--- src/rtl/run_interruption_golomb_decoder_pkg.sv ---
// Shared widths, code-length limits and FSM state type for the
// run-interruption Golomb decoder.
package run_interruption_golomb_decoder_pkg;
  localparam int unsigned A_length    = 13;
  localparam int unsigned N_length    = 7;
  localparam int unsigned temp_length = 14;
  localparam int unsigned bpp         = 8;
  localparam int unsigned qbpp        = 8;
  localparam int unsigned LIMIT       = 32;
  localparam int unsigned K_MAX       = 15;
  localparam int unsigned EM_length   = 16;

  typedef enum logic [2:0] {
    IDLE,
    CALC_K,
    UNARY,
    BINARY,
    ESCAPE,
    MAP,
    DONE
  } ri_state_t;
endpackage

--- src/rtl/run_interruption_golomb_decoder_if.sv ---
// Context, serial-bit handshake and result bus of the run-interruption
// Golomb decoder.
interface run_interruption_golomb_decoder_if;
  import run_interruption_golomb_decoder_pkg::*;

  logic                   start;
  logic [A_length-1:0]    A_Select;
  logic [N_length-1:0]    N_Select;
  logic [N_length-1:0]    Nn_Select;
  logic                   RIType;
  logic [4:0]             J_value;
  logic                   bit_in;
  logic                   bit_valid;
  logic                   bit_ready;
  logic                   busy;
  logic                   done;
  logic [4:0]             k_out;
  logic [EM_length-1:0]   EMErrval;
  logic signed [bpp:0]    Errval;

  modport master (
    output start, A_Select, N_Select, Nn_Select, RIType, J_value, bit_in, bit_valid,
    input  bit_ready, busy, done, k_out, EMErrval, Errval
  );

  modport slave (
    input  start, A_Select, N_Select, Nn_Select, RIType, J_value, bit_in, bit_valid,
    output bit_ready, busy, done, k_out, EMErrval, Errval
  );
endinterface

--- src/rtl/run_interruption_golomb_decoder_ri_inverse_map.sv ---
// Inverse run-interruption error mapping: EMErrval (+RIType) back to a
// signed Errval. Only the low bpp+2 bits of the mapped value matter here.
module ri_inverse_map
  import run_interruption_golomb_decoder_pkg::*;
(
  input  logic [bpp+1:0]      value,
  input  logic                RIType,
  input  logic [4:0]          k,
  input  logic [N_length-1:0] N,
  input  logic [N_length-1:0] Nn,
  output logic signed [bpp:0] Errval
);
  logic [bpp+1:0] t;
  logic [bpp:0]   mag;
  logic           map;
  logic           cond;

  // (t + map) >> 1 rewritten as (t >> 1) + map to stay in bpp+1 bits
  always_comb begin
    t      = value + {{(bpp+1){1'b0}}, RIType};
    map    = t[0];
    mag    = t[bpp+1:1] + {{bpp{1'b0}}, map};
    cond   = (k == 5'd0) && ({Nn, 1'b0} < {1'b0, N});
    Errval = (map ^ cond) ? ('0 - mag) : mag;
  end
endmodule

--- src/rtl/run_interruption_golomb_decoder.sv ---
// Run-interruption Golomb decoder: derives k from the latched context,
// decodes the limited-length Golomb code bit-serially and inverse-maps
// the result to a signed Errval.
module run_interruption_golomb_decoder
  import run_interruption_golomb_decoder_pkg::*;
(
  input logic clk,
  input logic reset,
  run_interruption_golomb_decoder_if.slave bus
);
  localparam int unsigned SH_length = temp_length + K_MAX;

  ri_state_t              state;
  logic [temp_length-1:0] temp_in;
  logic [temp_length-1:0] temp_q;
  logic [N_length-1:0]    n_q;
  logic [N_length-1:0]    nn_q;
  logic                   ri_q;
  logic signed [7:0]      q_thresh;
  logic [4:0]             k_q;
  logic [4:0]             q_q;
  logic [4:0]             count_q;
  logic [EM_length-1:0]   value_q;
  logic [SH_length-1:0]   n_shift;
  logic signed [bpp:0]    errval_c;

  assign temp_in = bus.RIType ? temp_length'(bus.A_Select) + temp_length'(bus.N_Select >> 1)
                              : temp_length'(bus.A_Select);

  assign n_shift = SH_length'(n_q) << k_q;

  ri_inverse_map u_map (
    .value  (value_q[bpp+1:0]),
    .RIType (ri_q),
    .k      (k_q),
    .N      (n_q),
    .Nn     (nn_q),
    .Errval (errval_c)
  );

  // Decode FSM: k search, unary prefix, binary/escape suffix, map, done pulse
  always_ff @(posedge clk) begin
    if (reset) begin
      state         <= IDLE;
      bus.bit_ready <= 1'b0;
      bus.busy      <= 1'b0;
      bus.done      <= 1'b0;
      bus.k_out     <= '0;
      bus.EMErrval  <= '0;
      bus.Errval    <= '0;
      temp_q        <= '0;
      n_q           <= '0;
      nn_q          <= '0;
      ri_q          <= 1'b0;
      q_thresh      <= '0;
      k_q           <= '0;
      q_q           <= '0;
      count_q       <= '0;
      value_q       <= '0;
    end else begin
      bus.done <= 1'b0;
      unique case (state)
        IDLE: begin
          if (bus.start) begin
            temp_q   <= temp_in;
            n_q      <= bus.N_Select;
            nn_q     <= bus.Nn_Select;
            ri_q     <= bus.RIType;
            // glimit - qbpp - 1 with glimit = LIMIT - J - 1
            q_thresh <= 8'(LIMIT - qbpp - 2) - {3'b000, bus.J_value};
            k_q      <= '0;
            q_q      <= '0;
            bus.busy <= 1'b1;
            state    <= CALC_K;
          end
        end
        CALC_K: begin
          if ((n_shift >= SH_length'(temp_q)) || (k_q == 5'(K_MAX))) begin
            bus.bit_ready <= 1'b1;
            state         <= UNARY;
          end else begin
            k_q <= k_q + 5'd1;
          end
        end
        UNARY: begin
          if (bus.bit_valid) begin
            if (!bus.bit_in) begin
              if (q_q != '1) q_q <= q_q + 5'd1;
            end else if ($signed({3'b000, q_q}) < q_thresh) begin
              value_q <= EM_length'(q_q);
              if (k_q == 5'd0) begin
                bus.bit_ready <= 1'b0;
                state         <= MAP;
              end else begin
                count_q <= k_q;
                state   <= BINARY;
              end
            end else begin
              value_q <= '0;
              count_q <= 5'(qbpp);
              state   <= ESCAPE;
            end
          end
        end
        BINARY: begin
          if (bus.bit_valid) begin
            value_q <= {value_q[EM_length-2:0], bus.bit_in};
            count_q <= count_q - 5'd1;
            if (count_q == 5'd1) begin
              bus.bit_ready <= 1'b0;
              state         <= MAP;
            end
          end
        end
        ESCAPE: begin
          if (bus.bit_valid) begin
            count_q <= count_q - 5'd1;
            if (count_q == 5'd1) begin
              value_q       <= {value_q[EM_length-2:0], bus.bit_in} + EM_length'(1);
              bus.bit_ready <= 1'b0;
              state         <= MAP;
            end else begin
              value_q <= {value_q[EM_length-2:0], bus.bit_in};
            end
          end
        end
        MAP: begin
          bus.EMErrval <= value_q;
          bus.Errval   <= errval_c;
          bus.k_out    <= k_q;
          bus.busy     <= 1'b0;
          bus.done     <= 1'b1;
          state        <= DONE;
        end
        DONE: begin
          state <= IDLE;
        end
        default: begin
          state <= IDLE;
        end
      endcase
    end
  end
endmodule

--- src/flat_wrapper.sv ---
// flat-port wrapper written by rule: the top's interface ports become plain ports
module run_interruption_golomb_decoder_flat import run_interruption_golomb_decoder_pkg::*;
  (clk, reset, bus_start, bus_A_Select, bus_N_Select, bus_Nn_Select, bus_RIType, bus_J_value, bus_bit_in, bus_bit_valid, bus_bit_ready, bus_busy, bus_done, bus_k_out, bus_EMErrval, bus_Errval);
  run_interruption_golomb_decoder_if bus_i ();
  input logic clk;
  input logic reset;
  input wire logic [$bits(bus_i.start)-1:0] bus_start;
  input wire logic [$bits(bus_i.A_Select)-1:0] bus_A_Select;
  input wire logic [$bits(bus_i.N_Select)-1:0] bus_N_Select;
  input wire logic [$bits(bus_i.Nn_Select)-1:0] bus_Nn_Select;
  input wire logic [$bits(bus_i.RIType)-1:0] bus_RIType;
  input wire logic [$bits(bus_i.J_value)-1:0] bus_J_value;
  input wire logic [$bits(bus_i.bit_in)-1:0] bus_bit_in;
  input wire logic [$bits(bus_i.bit_valid)-1:0] bus_bit_valid;
  output wire logic [$bits(bus_i.bit_ready)-1:0] bus_bit_ready;
  output wire logic [$bits(bus_i.busy)-1:0] bus_busy;
  output wire logic [$bits(bus_i.done)-1:0] bus_done;
  output wire logic [$bits(bus_i.k_out)-1:0] bus_k_out;
  output wire logic [$bits(bus_i.EMErrval)-1:0] bus_EMErrval;
  output wire logic [$bits(bus_i.Errval)-1:0] bus_Errval;
  assign bus_i.start = bus_start;
  assign bus_i.A_Select = bus_A_Select;
  assign bus_i.N_Select = bus_N_Select;
  assign bus_i.Nn_Select = bus_Nn_Select;
  assign bus_i.RIType = bus_RIType;
  assign bus_i.J_value = bus_J_value;
  assign bus_i.bit_in = bus_bit_in;
  assign bus_i.bit_valid = bus_bit_valid;
  assign bus_bit_ready = bus_i.bit_ready;
  assign bus_busy = bus_i.busy;
  assign bus_done = bus_i.done;
  assign bus_k_out = bus_i.k_out;
  assign bus_EMErrval = bus_i.EMErrval;
  assign bus_Errval = bus_i.Errval;
  run_interruption_golomb_decoder u_core (.clk(clk), .reset(reset), .bus(bus_i));
endmodule
--- config.mk ---
export PLATFORM = sky130hd
export DESIGN_NAME = run_interruption_golomb_decoder_flat
export DESIGN_NICKNAME = d
export VERILOG_FILES = /design/src/rtl/run_interruption_golomb_decoder_pkg.sv /design/src/rtl/run_interruption_golomb_decoder_if.sv /design/src/rtl/run_interruption_golomb_decoder_ri_inverse_map.sv /design/src/rtl/run_interruption_golomb_decoder.sv /design/src/flat_wrapper.sv
export SDC_FILE = /design/constraint.sdc
export NUM_CORES = 1
export LEC_CHECK = 0
export ABC_AREA = 1
export CAP_MARGIN = 20
export CORE_ASPECT_RATIO = 1.1
export CORE_MARGIN = 2
export CORE_UTILIZATION = 55
export CTS_BUF_LIST = sky130_fd_sc_hd__clkbuf_8 sky130_fd_sc_hd__clkbuf_16
export DETAILED_ROUTE_END_ITERATION = 16
export GPL_ROUTABILITY_DRIVEN = 0
export PLACE_DENSITY = 0.79
export SLEW_MARGIN = 0
export SYNTH_ARGS = -nofsm -noshare
export SYNTH_HDL_FRONTEND = slang
export SYNTH_SLANG_ARGS = --single-unit
--- constraint.sdc ---
create_clock -name clk -period 2.7 [get_ports clk]
set_input_delay 0.54 -clock clk [delete_from_list [all_inputs] [get_ports clk]]
set_output_delay 0.54 -clock clk [all_outputs]
set_load 0.03 [all_outputs]
==> metrics.md <==
| Metric | Value |
|---|---|
| Outcome | `finished with violations` |
| Violated checks | `setup timing` |
| Fin cells | `1323` |
| Count of final max-slew check failures | `0` |
| Synth Area in Adders | `0.08203` |
| DRC viols | `0` |
| Worst-path clk slew | `0.07 ns` |
| Port Buffer Count | `70` |
| Crit path buf inv count | `12` |
| First DRT Iteration DRCs | `816` |
| Core area | `0.01248 mm2` |
| Cell Rows | `43` |
| Reg area | `0.002051 mm2` |
| Normalized max-slew margin | `0.5219` |
| Final count of negative-setup-slack endpoints | `9` |
| Max incr delay on CP | `~0.37 ns` |
| Worst Setup Slack, final | `-0.2840 ns` |
| Synth Area in Simple Gates | `0.2918` |
| Clock Skews | `roughly 0.0074 ns` |
| Yosys reg bits | `102` |
| Crit Path Class | `flop to flop` |
| Cell area after synthesis | `0.006955 mm2` |
| Placed cell area | `0.008053 mm2` |
| Die area | `around 0.014 mm2` |
| Number of flops mapped to enable cells by yosys | `0` |
| Synthesized instance count | `1048` |
| Post-DRT Antenna Nets | `0` |
| Ys flop type | `dfxtp_1` |
| Main combinational cell family by area after synthesis | `simple AND/OR/NAND/NOR gates` |
| Root Buffer | `clkbuf_16` |
| WP data arrival | `approximately 3.3 ns` |
| Yosys warns | `0` |
| Mean Syn Cell Area | `roughly 6.6 um2` |
| Final hold violation count | `0` |
| Chip height | `roughly 120 um` |
| Number of library cell types mapped by synthesis | `51` |
| Number of diodes | `0` |
| DR pass1 iterations | `6` |
| Reg2Reg Depth | `25` |
| Commonest non-fill, non-tap cells in the layout | `173 x nand2_1, 119 x inv_1, 99 x dfxtp_1` |
| Post-Synth XOR/XNOR Area | `0.02626` |
| Post-Syn Nets | `1131` |
| Vias in the first global route | `6886` |
| Number of CTS-inserted buffers | `9` |
| CTS H-tree depth | `3` |
| Worst hold slack | `0.4544 ns` |
| Pwr Density | `roughly 1000 mW/mm2` |
| Hpwl dp | `13.37 mm` |
| Hold_buf cts | `0` |
| First-pass GRT wire length | `32.25 mm` |
| Routed via count | `around 7600` |
| Synth Area in Compound Gates | `0.1955` |
| Lkg Pwr | `around 4.0 nW` |
| Most common cell after layout, fill and taps aside | `nand2_1` |
| Skew-Pair Late Insertion Delay | `0.36 ns` |
| Cell count after placement | `~1300` |
| Place WS | `-0.1314 ns` |
| Synthesis-to-finish area growth | `26.59%` |
| Worst hold path depth | `2` |
| FF-to-FF setup slack | `-0.28 ns` |
| Layout fillers | `1013` |
| Crit path depth | `25` |
| CP Capture Type | `flop` |
| Post-synthesis mux area share | `0` |
| Total power | `0.008951 W` |
| Nets | `1244` |
| # IOs | `71` |
| CP most frequent cell | `buf_4` |
| Layout cell share with drive strength beyond 1 | `0.1767` |
| Final period utilization | `1.105` |
| HP Class | `flop to flop` |
| Top cell family by delay on the critical path | `buffers and inverters` |
| DRT Wirelength | `20.51 mm` |
| Clk buf depth | `2` |
| Post-synth ARST share | `0` |
| Max VDD drop | `508.2 uV` |
| Sequential area share after synthesis | `0.2936` |
| Worst-path fanout max | `9` |
| Slew at the pin with the worst max-slew slack | `0.7171 ns` |
| Crit-path slowest cell | `dfxtp_4` |
| Total gr overflow | `0` |
| Multi-input logic area | `0.004378 mm2` |
| RSZ-0062 raised after global routing | `yes` |
| Setup crit start kind | `flop` |
| DR vias/cell | `just under 6` |
| MaxCap Viol Count | `0` |
| Average wire per standard cell | `between 15 and 20 um` |
| TritonCTS clock tree | `built` |
| Initial core utilization | `0.5572` |
| Fin area | `0.008805 mm2` |
| Largest net degree at the start of global routing | `56` |
| Peak Freq | `0.3351 GHz` |
| Num Clock Sinks | `~100` |
| Die span in x | `~110 um` |
| Post-layout min period | `roughly 3.0 ns` |
| Worst Path Required | `2.99 ns` |
| GRT Overall Usage | `0.2876` |
| Initial antenna violation count | `0` |
per-layer routing:
layer,global-route usage,vias up,share of wire
met5,0,-,0
met4,0.1420,0,0.050
met3,0.03483,101,0.066
met2,0.5000,384,0.48
met1,0.3551,3446,0.40
li1,-,3705,-
logic make-up (layout without fill, tap and decap cells):
family	after synthesis	after routing
buf+inv	187	305
compound gates	248	248
flops	102	102
simple gates	446	446
xor+xnor	20	20
fa+ha+maj	45	45
what timing repair did:
item,4_1_cts,5_1_grt
buffers inserted,23,2
pin swaps,32,21
gates resized for setup,37,35
setup endpoints to repair,9,11
cloned,1,0
where the power goes:
group	switching (W)	total [W]	internal (W)
Sequential	0.000342	0.00220	0.00186
Combinational	0.00332	0.00544	0.00212
Clock	0.000640	0.00131	0.000668
synth_stat cells, types with 2 or more instances:
cell	count	share of area
a211oi_1	4	0.0043
a21o_1	2	0.0022
a21oi_1	100	0.072
a221oi_1	3	0.0038
a221oi_2	3	0.0065
a31oi_1	12	0.011
buf_1	2	0.0011
buf_2	7	0.0050
buf_4	8	0.0086
buf_8	2	0.0043
clkbuf_1	29	0.016
dfxtp_1	102	0.29
ha_1	44	0.079
inv_1	122	0.066
inv_2	16	0.0086
nand2_1	193	0.10
nand2_2	6	0.0054
nand3_1	78	0.056
nand3_2	5	0.0072
nand3b_1	4	0.0043
nand4_1	19	0.017
nor2_1	97	0.052
nor2_2	16	0.014
nor2_4	2	0.0032
nor3_1	13	0.0094
nor3b_1	3	0.0032
nor4_2	2	0.0036
o211ai_1	5	0.0054
o21a_1	3	0.0032
o21ai_0	98	0.071
o21ai_1	8	0.0058
o21bai_1	3	0.0032
or2_2	2	0.0018
xnor2_1	4	0.0050
xor2_1	15	0.019
stage by stage:
stage	utilization	TNS [ns]
final	0.7054	-1.644
after detailed placement	0.6451	-0.7436
after floorplan	-	0
after global placement	0.6451	-0.9282
after CTS	0.6941	-0.08226
after global routing	0.7054	-2.824
worst min-delay path, stage by stage, from the launching register on:
cell     delay [ns]
dfxtp_1        0.30
inv_1          0.06
a21oi_1        0.05
flip-flops by register name, summed over array words and instances, names as in the netlist, 5 cells and up:
register	cells
u_core.n_q	7
u_core.nn_q	7
u_core.q_q	5
u_core.bus.EMErrval	16
u_core.q_thresh	6
u_core.bus.Errval	9
u_core.count_q	5
u_core.temp_q	14
u_core.k_q	5
u_core.bus.k_out	5
u_core.value_q	16
cell type report:
type / count / area share
clock buffers: 10 / 0.02714
clock inverters: 6 / 0.005968
inverters: 138 / 0.05940
multi-input cells: 759 / 0.4972
flip-flops and latches: 102 / 0.2329
well taps: 157 / 0.02231
repair buffers: 151 / 0.1550
path summary, 6_finish.rpt:
check / from / endpoint
max: u_core.k_q[0]$_SDFFE_PP0P_ / u_core.bus.bit_ready$_SDFFE_PP0P_
min: u_core.q_thresh[0]$_SDFFE_PP0P_ / u_core.q_thresh[0]$_SDFFE_PP0P_
max reg2reg: u_core.k_q[0]$_SDFFE_PP0P_ / u_core.bus.bit_ready$_SDFFE_PP0P_
min reg2reg: u_core.q_thresh[0]$_SDFFE_PP0P_ / u_core.q_thresh[0]$_SDFFE_PP0P_
No activity file was read; power rests on OpenSTA's default activity.
